`src/rtl/uart_loader.sv`:
```
// uart_loader: 8N1 UART receiver that assembles {command, hi, lo} packets into 16-bit load words.
// Define UART_LOADER_CHECKSUM_EN to require a trailing cmd^hi^lo checksum byte in every packet.
module uart_loader #(
  parameter int CLKS_PER_BIT = 868,
  parameter int TIMEOUT_BITS = 32
) (
  input  logic        clk,
  input  logic        reset,
  input  logic        rx,
  output logic        uart_en,
  output logic [1:0]  uart_sel,
  output logic [15:0] uart_data,
  output logic        busy,
  output logic        frame_err,
  output logic        cmd_err,
  output logic [15:0] word_count
);

  localparam int CNT_W    = $clog2(CLKS_PER_BIT);
  localparam int TO_LIMIT = TIMEOUT_BITS * CLKS_PER_BIT;
  localparam int TO_W     = $clog2(TO_LIMIT + 1);

  localparam logic [CNT_W-1:0] BIT_LAST  = CNT_W'(CLKS_PER_BIT - 1);
  localparam logic [CNT_W-1:0] HALF_LAST = CNT_W'(CLKS_PER_BIT / 2 - 1);
  localparam logic [TO_W-1:0]  TO_LAST   = TO_W'(TO_LIMIT - 1);

  localparam logic [7:0] CMD_INSTR = 8'h49;
  localparam logic [7:0] CMD_DATA  = 8'h4D;
  localparam logic [1:0] SEL_NONE  = 2'd0;
  localparam logic [1:0] SEL_DATA  = 2'd1;
  localparam logic [1:0] SEL_INSTR = 2'd2;

  typedef enum logic [1:0] {
    RX_IDLE  = 2'd0,
    RX_START = 2'd1,
    RX_DATA  = 2'd2,
    RX_STOP  = 2'd3
  } rxState_t;

`ifdef UART_LOADER_CHECKSUM_EN
  typedef enum logic [1:0] {
    P_CMD = 2'd0,
    P_HI  = 2'd1,
    P_LO  = 2'd2,
    P_SUM = 2'd3
  } pktState_t;

  function automatic logic [7:0] packetSum(input logic [7:0] c, input logic [7:0] h,
                                           input logic [7:0] l);
    return c ^ h ^ l;
  endfunction
`else
  typedef enum logic [1:0] {
    P_CMD = 2'd0,
    P_HI  = 2'd1,
    P_LO  = 2'd2
  } pktState_t;
`endif

  logic             rxMeta_r, rxSync_r, rxPrev_r;
  rxState_t         rxState_r, rxStateNext_s;
  logic [CNT_W-1:0] clkCnt_r, clkCntNext_s;
  logic [2:0]       bitIdx_r, bitIdxNext_s;
  logic [7:0]       shift_r, shiftNext_s;
  logic             byteValid_s, frameErr_s;

  pktState_t        pState_r, pStateNext_s;
  logic [1:0]       pktSel_r, pktSelNext_s;
  logic [7:0]       hi_r, hiNext_s;
  logic [7:0]       lo_r, loNext_s;
  logic [TO_W-1:0]  toCnt_r, toCntNext_s;
  logic             timeout_s, deliver_s, cmdErr_s;
  logic [15:0]      deliverData_s;
`ifdef UART_LOADER_CHECKSUM_EN
  logic [7:0]       cmdByte_r, cmdByteNext_s;
`endif

  // Synchronize rx; rxPrev_r keeps the prior synchronized sample for falling-edge detection
  always_ff @(posedge clk) begin
    if (!reset) begin
      rxMeta_r <= 1'b1;
      rxSync_r <= 1'b1;
      rxPrev_r <= 1'b1;
    end else begin
      rxMeta_r <= rx;
      rxSync_r <= rxMeta_r;
      rxPrev_r <= rxSync_r;
    end
  end

  // Bit receiver next-state: mid-bit sampling, LSB first
  always_comb begin
    rxStateNext_s = rxState_r;
    clkCntNext_s  = clkCnt_r;
    bitIdxNext_s  = bitIdx_r;
    shiftNext_s   = shift_r;
    byteValid_s   = 1'b0;
    frameErr_s    = 1'b0;
    case (rxState_r)
      RX_IDLE: begin
        clkCntNext_s = {CNT_W{1'b0}};
        if (rxPrev_r && !rxSync_r) begin
          rxStateNext_s = RX_START;
          bitIdxNext_s  = 3'd0;
        end else begin
          rxStateNext_s = RX_IDLE;
        end
      end
      RX_START: begin
        if (clkCnt_r == HALF_LAST) begin
          clkCntNext_s  = {CNT_W{1'b0}};
          rxStateNext_s = rxSync_r ? RX_IDLE : RX_DATA;
        end else begin
          clkCntNext_s = clkCnt_r + CNT_W'(1);
        end
      end
      RX_DATA: begin
        if (clkCnt_r == BIT_LAST) begin
          clkCntNext_s = {CNT_W{1'b0}};
          shiftNext_s  = {rxSync_r, shift_r[7:1]};
          if (bitIdx_r == 3'd7) begin
            rxStateNext_s = RX_STOP;
          end else begin
            bitIdxNext_s = bitIdx_r + 3'd1;
          end
        end else begin
          clkCntNext_s = clkCnt_r + CNT_W'(1);
        end
      end
      RX_STOP: begin
        if (clkCnt_r == BIT_LAST) begin
          clkCntNext_s  = {CNT_W{1'b0}};
          rxStateNext_s = RX_IDLE;
          if (rxSync_r) begin
            byteValid_s = 1'b1;
          end else begin
            frameErr_s = 1'b1;
          end
        end else begin
          clkCntNext_s = clkCnt_r + CNT_W'(1);
        end
      end
      default: begin
        rxStateNext_s = RX_IDLE;
        clkCntNext_s  = {CNT_W{1'b0}};
      end
    endcase
  end

  // Bit receiver state register
  always_ff @(posedge clk) begin
    if (!reset) begin
      rxState_r <= RX_IDLE;
      clkCnt_r  <= {CNT_W{1'b0}};
      bitIdx_r  <= 3'd0;
      shift_r   <= 8'h00;
    end else begin
      rxState_r <= rxStateNext_s;
      clkCnt_r  <= clkCntNext_s;
      bitIdx_r  <= bitIdxNext_s;
      shift_r   <= shiftNext_s;
    end
  end

  // Packet next-state; the idle timer only advances while the line is between bytes
  always_comb begin
    pStateNext_s  = pState_r;
    pktSelNext_s  = pktSel_r;
    hiNext_s      = hi_r;
    loNext_s      = lo_r;
    deliver_s     = 1'b0;
    cmdErr_s      = 1'b0;
    deliverData_s = {hi_r, lo_r};
`ifdef UART_LOADER_CHECKSUM_EN
    cmdByteNext_s = cmdByte_r;
`endif
    if ((pState_r == P_CMD) || byteValid_s) begin
      toCntNext_s = {TO_W{1'b0}};
    end else if (rxState_r == RX_IDLE) begin
      toCntNext_s = toCnt_r + TO_W'(1);
    end else begin
      toCntNext_s = toCnt_r;
    end
    timeout_s = (rxState_r == RX_IDLE) && (toCnt_r == TO_LAST);

    case (pState_r)
      P_CMD: begin
        if (byteValid_s) begin
`ifdef UART_LOADER_CHECKSUM_EN
          cmdByteNext_s = shift_r;
`endif
          if (shift_r == CMD_INSTR) begin
            pktSelNext_s = SEL_INSTR;
            pStateNext_s = P_HI;
          end else if (shift_r == CMD_DATA) begin
            pktSelNext_s = SEL_DATA;
            pStateNext_s = P_HI;
          end else begin
            cmdErr_s     = 1'b1;
            pStateNext_s = P_CMD;
          end
        end else begin
          pStateNext_s = P_CMD;
        end
      end
      P_HI: begin
        if (frameErr_s || timeout_s) begin
          pStateNext_s = P_CMD;
        end else if (byteValid_s) begin
          hiNext_s     = shift_r;
          pStateNext_s = P_LO;
        end else begin
          pStateNext_s = P_HI;
        end
      end
      P_LO: begin
        if (frameErr_s || timeout_s) begin
          pStateNext_s = P_CMD;
        end else if (byteValid_s) begin
          loNext_s = shift_r;
`ifdef UART_LOADER_CHECKSUM_EN
          pStateNext_s = P_SUM;
`else
          deliver_s     = 1'b1;
          deliverData_s = {hi_r, shift_r};
          pStateNext_s  = P_CMD;
`endif
        end else begin
          pStateNext_s = P_LO;
        end
      end
`ifdef UART_LOADER_CHECKSUM_EN
      P_SUM: begin
        if (frameErr_s || timeout_s) begin
          pStateNext_s = P_CMD;
        end else if (byteValid_s) begin
          pStateNext_s = P_CMD;
          if (shift_r == packetSum(cmdByte_r, hi_r, lo_r)) begin
            deliver_s = 1'b1;
          end else begin
            cmdErr_s = 1'b1;
          end
        end else begin
          pStateNext_s = P_SUM;
        end
      end
`endif
      default: begin
        pStateNext_s = P_CMD;
      end
    endcase
  end

  // Packet state register
  always_ff @(posedge clk) begin
    if (!reset) begin
      pState_r <= P_CMD;
      pktSel_r <= SEL_NONE;
      hi_r     <= 8'h00;
      lo_r     <= 8'h00;
      toCnt_r  <= {TO_W{1'b0}};
`ifdef UART_LOADER_CHECKSUM_EN
      cmdByte_r <= 8'h00;
`endif
    end else begin
      pState_r <= pStateNext_s;
      pktSel_r <= pktSelNext_s;
      hi_r     <= hiNext_s;
      lo_r     <= loNext_s;
      toCnt_r  <= toCntNext_s;
`ifdef UART_LOADER_CHECKSUM_EN
      cmdByte_r <= cmdByteNext_s;
`endif
    end
  end

  // Registered outputs; sel/data only change on a successful delivery
  always_ff @(posedge clk) begin
    if (!reset) begin
      uart_en    <= 1'b0;
      uart_sel   <= SEL_NONE;
      uart_data  <= 16'h0000;
      busy       <= 1'b0;
      frame_err  <= 1'b0;
      cmd_err    <= 1'b0;
      word_count <= 16'h0000;
    end else begin
      uart_en   <= deliver_s;
      busy      <= (pStateNext_s != P_CMD);
      frame_err <= frameErr_s;
      cmd_err   <= cmdErr_s;
      if (deliver_s) begin
        uart_sel   <= pktSel_r;
        uart_data  <= deliverData_s;
        word_count <= word_count + 16'd1;
      end else begin
        uart_sel   <= uart_sel;
        uart_data  <= uart_data;
        word_count <= word_count;
      end
    end
  end

endmodule

```
`config.mk`:
```
export PLATFORM = sky130hd
export DESIGN_NAME = uart_loader
export DESIGN_NICKNAME = d
export VERILOG_FILES = /design/src/rtl/uart_loader.sv
export SDC_FILE = /design/constraint.sdc
export NUM_CORES = 1
export LEC_CHECK = 0
export CAP_MARGIN = 20
export CORE_MARGIN = 8
export CORE_UTILIZATION = 45
export CTS_CLUSTER_DIAMETER = 80
export CTS_CLUSTER_SIZE = 14
export DETAILED_ROUTE_END_ITERATION = 12
export PLACE_DENSITY = 0.66
export SLEW_MARGIN = 5
export SYNTH_ARGS = -nofsm -noshare
export SYNTH_HDL_FRONTEND = slang
export SYNTH_SLANG_ARGS = --single-unit
```
`constraint.sdc`:
```
create_clock -name clk -period 3 [get_ports clk]
set_input_delay 0.9 -clock clk [delete_from_list [all_inputs] [get_ports clk]]
set_output_delay 0.9 -clock clk [all_outputs]
set_load 0.01 [all_outputs]
```
==> results of run 1 <==
synthesized netlist by cell type (all sizes together), types with 2 or more instances:
library cell,instances,area [um^2]
a21oi,54,270
a22o,2,17.5
and2,3,18.8
and3,3,18.8
and4,5,43.8
buf,5,35.0
clkbuf,29,109
dfxtp,91,1820
ha,6,75.1
inv,6,22.5
mux2i,5,50.1
nand2,37,139
nand2b,8,50.1
nand3,40,200
nand3b,2,15.0
nand4,14,87.6
nand4b,2,17.5
nor2,28,105
nor3,9,45.0
nor4,4,31.3
nor4b,2,17.5
nor4bb,3,30.0
o21ai,33,165
o31a,3,26.3
o31ai,13,97.6
or3,6,37.5
or4,17,131
xnor2,4,35.0
xor2,14,123
metal layers:
| metal | vias up | wire [um] |
|---|---|---|
| met4 | 0 | 127 |
| met3 | 12 | 415 |
| met2 | 59 | 3950 |
| li1 | 1731 | - |
| met5 | - | 0 |
| met1 | 1575 | 4160 |
flip-flops by register name, summed over array words and instances, names as in the netlist, 2 cells and up, named ones only:
signal,cells
shift_r,8
bitIdx_r,3
hi_r,8
pState_r,2
word_count,16
toCnt_r,15
uart_data,16
uart_sel,2
pktSel_r,2
clkCnt_r,10
per-stage QoR:
step,hold slack (ns),util
floorplan,0.386,-
global placement,0.396,0.511
detailed placement,0.397,0.511
CTS,0.418,0.537
global route,0.446,0.537
finish,0.416,0.537
worst max-delay path by stage:
stage	depth (start not counted)	slack, ns	startpoint	to
after global routing	5	0.36	clkCnt_r[0]	word_count[13]
after global placement	5	0.59	clkCnt_r[0]	word_count[4]
final	5	0.51	clkCnt_r[0]	word_count[13]
after floorplan	7	0.53	clkCnt_r[0]	word_count[10]
after CTS	5	0.49	clkCnt_r[0]	word_count[13]
after detailed placement	5	0.53	clkCnt_r[0]	word_count[13]
cell families after synthesis:
kind of cell / after synthesis
AO/OA/AOI/OAI: 111
flip-flops: 91
XOR/XNOR: 18
adder cells (fa/ha/maj): 6
multiplexers: 6
buffers and inverters: 40
AND/OR/NAND/NOR: 189
worst max-delay path, cell delays in order, from the launching register on:
cell and delay [ns]:
dfxtp_1 0.42, ha_1 0.28, nand4b_1 0.15, or4_4 0.81, or4_1 0.58, a21oi_1 0.14
power breakdown:
group | switching (uW) | internal, uW | total, uW | leakage [uW]
Clock | 447 | 474 | 920 | 0.000106
Sequential | 3.87 | 1210 | 1210 | 0.000733
Combinational | 21.7 | 9.36 | 31.0 | 0.000615
Total | 472 | 1690 | 2160 | 0.00145
layout by cell type (no fill, tap or decap), types with 2 or more instances in the layout:
master,n
nor4bb_1,3
and4_1,5
o31ai_1,13
bufinv_16,2
xor2_1,14
or4_1,16
clkinvlp_4,2
and2_1,3
and3_1,3
nor2_1,28
a21oi_1,54
nor4b_1,2
nor4_2,2
o21ai_0,32
dfxtp_1,91
a22o_1,2
nor3_1,9
xnor2_1,4
nand4b_1,2
mux2i_1,5
nand2b_1,8
or3_1,6
nor4_1,2
nand2_1,37
inv_1,5
inv_6,2
nand3b_1,2
o31a_1,3
nand4_1,14
buf_4,9
clkdlybuf4s50_1,40
nand3_1,40
ha_1,6
clkbuf_8,9
layout make-up:
cell class | count | area share
inverters | 6 | 0.00486
repair buffers | 49 | 0.101
flip-flops and latches | 91 | 0.393
multi-input cells | 330 | 0.424
well taps | 108 | 0.0291
clock inverters | 7 | 0.0210
clock buffers | 9 | 0.0267
==> results.toml, run 1 <==
[layout]
seq_area_mm2 = 0.00182
final.fill_count = 814
multi_input_area_mm2 = 0.00197
final_nets = 496
layout-drive-gt1-share = 0.0630
fin_cells = 600
final_area_mm2 = 0.00464
antennaDiodeCount = 0
syn2layout_area_growth_pct = 17.4

[placed_design]
place_inst = 584
dp_slack_ns = 0.535
hpwl_um = 5680
port-buffer-count = 40
gp_congestion = 0.809
place_area_mm2 = 0.00442

[timing]
drv_slew = 0
setup_ws_ns = 0.508
rsz0062_at_grt = "no"
setup_tns_ns = 0
tightest_slew_ns = 0.908
fin_crit_sh = 0.831
fmax_ghz = 0.401
setup_viol = 0
hold_viol = 0
period_minus_slack_ns = 2.49
relSlewSlack = 0.395
fin_skew_ns = 0.0164

[pwr]
ir_drop_v = 0.000242
p_leak_uw = 0.00145
p_per_area_mw_per_mm2 = 467
power_uw = 2160

[yosys]
synthCells = 461
ys_seq_elements = 91
muxShareOfSynthArea = 0.0155
synthDistinctLibCells = 48
synth.cell_area_mm2 = 0.00395
synth-seq-area-share = 0.461
syn_area_per_cell_um2 = 8.57
synth_compound_area_frac = 0.159
synthFlopType = "dfxtp_1"
synth_top_family_by_area = "simple AND/OR/NAND/NOR gates"
synth_fa_ha_area_frac = 0.0190
synth_edf_count = 0
yosysWarnings = 0
synth_xor_area_frac = 0.0399
synthSimpleGateAreaFrac = 0.263
synthArstFlopShare = 0
syn-num-nets = 470

[critical_path]
arrival_ns = 2.77
endpoint_kind = "flip-flop"
cp-start-kind = "flip-flop"
rr_startpoint = "clkCnt_r[0]"
reg2reg_slack_ns = 0.51
crit_type = "reg -> reg"
cp_max_fo = 57
rr_worst_depth = 5
cp.required_ns = 3.28
r2r_end = "word_count[13]"

[clock_tree]
path_clk_slew_ns = 0.09
root_buffer = "clkbuf_8"
cts_setup_buffers = 0
clk_path_buf_depth = 2
cts_tree = "yes"
cts-htree-levels = 3
post_cts_resized = 0
cts_buffers = 9
clk-insertion-delay-late_ns = 0.36
ctsHoldBuffers = 0
clock-sinks = 91

[hold_path]
min_from = "rxMeta_r"
min_path_type = "reg -> reg"
min_path_cells = 1
hold_end = "rxSync_r"

[drt]
wl_per_cell_um = 14.4
first_pass_iters = 4
viasPerCell = 5.63
vias = 3377
postRouteWirelength_um = 8650
detail-route-antenna-nets = 0
first_iter_violations = 98
drc_errors = 0

[grt]
grt-ovfl-total = 0
antenna_found_initial = 0
grt.busiest_layer = "met2"
grt_use_met1 = 0.187
grt_pass1_wl_um = 14400
use_met3 = 0.0322
grt_max_degree = 58
grt_pass1_vias = 3090
use_met2 = 0.235
grt_usage = 0.146

[floorplan]
core-area_mm2 = 0.00864
initial_utilization = 0.457
die_w_um = 110
die_y_um = 110
io_pins = 41
num_rows = 34
die_area_mm2 = 0.0120

[run_status]
status = "finished clean"

[run]
cap_violations = 0
Note: power is estimated with default switching activity, not from simulation.
==> run 2, diff against run 1 <==
==> constraint.sdc (replaced) <==
create_clock -name clk -period 2.6 [get_ports clk]
set_input_delay 0.78 -clock clk [delete_from_list [all_inputs] [get_ports clk]]
set_output_delay 0.78 -clock clk [all_outputs]
set_load 0.01 [all_outputs]
==> run 2 against run 1 <==
Net effect: via count up 0.44%; register-to-register slack worse by 0.26 ns; non-clock buffer count up 7; hold slack about the same; global-route usage up 0.19 points; largest power group unchanged.
==> results.toml, run 2 (synthesis results as in run 1) <==
[critical_path]
crit_chain = "ha_1 -> nand4b_1 -> or4_4 -> or4_1 -> a21oi_1"
path_depth = 5
cp_slowest_cell = "or4_4"
crit_family = "simple AND/OR/NAND/NOR gates"
cp-start-kind = "flip-flop"
cp_max_fo = 42
reg2reg_slack_ns = 0.24
max_stage_delay_ns = 0.78
rr_startpoint = "clkCnt_r[0]"
endpoint_kind = "flip-flop"
rr_worst_depth = 5
cp.required_ns = 2.89
arrival_ns = 2.65
crit_start = "clkCnt_r[0]"
crit_type = "reg -> reg"
critPathBufInv = 0

[floorplan]
io_pins = 41
die_w_um = 110
num_rows = 34
initial_utilization = 0.457
die_y_um = 110
die_area_mm2 = 0.0120
core-area_mm2 = 0.00864

[clock_tree]
clk_path_buf_depth = 2
clk-insertion-delay-late_ns = 0.36
post_cts_resized = 0
clock-sinks = 91
cts_setup_buffers = 0
ctsHoldBuffers = 0
cts-htree-levels = 3
cts_tree = "yes"
path_clk_slew_ns = 0.09
root_buffer = "clkbuf_8"
cts_buffers = 9

[layout]
final_nets = 503
antennaDiodeCount = 0
post-route-util = 0.541
syn2layout_area_growth_pct = 18.2
final_cell_mix = "91 x dfxtp_1, 54 x a21oi_1, 40 x nand3_1, 40 x clkdlybuf4s50_1, 37 x nand2_1"
layout_commonest_cell = "dfxtp_1"
reg_top3 = "uart_data: 16 flops, word_count: 16 flops, toCnt_r: 15 flops"
layout-drive-gt1-share = 0.0762

[pwr]
ir_drop_v = 0.000339
p_per_area_mw_per_mm2 = 515
switching_power_uw = 546
switching_share = 0.227
intPower_uw = 1860
p_leak_uw = 0.00148
power_frac_comb = 0.016
seqPwrFrac = 0.582
pwr-share-clk = 0.402

[placed_design]
hpwl_um = 5810
port-buffer-count = 40
gp_congestion = 0.811

[timing]
setup_viol = 0
fin_crit_sh = 0.906
tightest_slew_ns = 0.982
period_minus_slack_ns = 2.36
fin_skew_ns = 0.00616
hold_viol = 0
relSlewSlack = 0.345
setup_tns_ns = 0
fmax_ghz = 0.424
rsz0062_at_grt = "no"
drv_slew = 0

[drt]
viasPerCell = 5.59
first_pass_iters = 4
wl_per_cell_um = 14.2
first_iter_violations = 131
drc_errors = 0
detail-route-antenna-nets = 0
postRouteWirelength_um = 8630
vias = 3392

[run]
cap_violations = 0

[grt]
grt.busiest_layer = "met2"
use_met3 = 0.0328
use_met2 = 0.236
grt_usage = 0.148
grt_use_met1 = 0.191
grt-ovfl-total = 0
antenna_found_initial = 0
grt_pass1_vias = 3137
grt_pass1_wl_um = 14500
grt_max_degree = 51

[run_status]
status = "finished clean"

[hold_path]
min_path_cells = 1
min_path_type = "reg -> reg"
min_from = "rxMeta_r"
[run 2: changes by cell type in the layout (fill, tap and decap cells not counted)]
cell / before / now
buf_4: 9 / 16
clkinv_4: 0 / 3
bufinv_16: 2 / 1
clkinvlp_4: 2 / 1
inv_6: 2 / 1
[run 2: power groups by stage]
| stage | Combinational [uW] | Sequential, uW | Clock [uW] |
|---|---|---|---|
| global route | 43.6 | 1400 | 1060 |
| CTS | 39.5 | 1400 | 993 |
| global placement | 38.4 | 1430 | 0 |
| finish | 39.0 | 1400 | 966 |
| floorplan | 27.1 | 1430 | 0 |
| detailed placement | 39.1 | 1430 | 0 |
[run 2: cell type report]
type	count	area, um^2
well taps	108	135
fillers	822	3970
repair buffers	56	520
inverters	6	22.5
flip-flops and latches	91	1820
clock inverters	7	77.6
clock buffers	9	124
multi-input cells	330	1970
[run 2: path summary, 6_finish.rpt]
kind	end
worst max-delay path	word_count[12]
worst min-delay path	rxSync_r
worst max register to register	word_count[12]
worst min register to register	rxSync_r
[run 2: per-stage QoR]
| step | std cells | setup slack [ns] | power [uW] | hold WS [ns] | area, um^2 |
|---|---|---|---|---|---|
| 3_5_place_dp | 591 | 0.256 | 1470 | 0.400 | 4470 |
| 5_1_grt | 607 | 0.0893 | 2500 | 0.443 | 4670 |
| 6_report | 607 | 0.244 | 2400 | 0.416 | 4670 |
| 4_1_cts | 607 | 0.231 | 2430 | 0.420 | 4670 |
| 2_1_floorplan | 461 | 0.128 | 1460 | 0.386 | 3950 |
| 3_3_place_gp | 591 | 0.324 | 1470 | 0.396 | 4470 |
[run 2: per-layer routing]
| metal | wire, um | vias to the layer above | part of all wire |
|---|---|---|---|
| met4 | 100 | 0 | 0.012 |
| met5 | 0 | - | 0 |
| met1 | 4220 | 1588 | 0.49 |
| li1 | - | 1740 | - |
| met3 | 430 | 10 | 0.050 |
| met2 | 3870 | 54 | 0.45 |
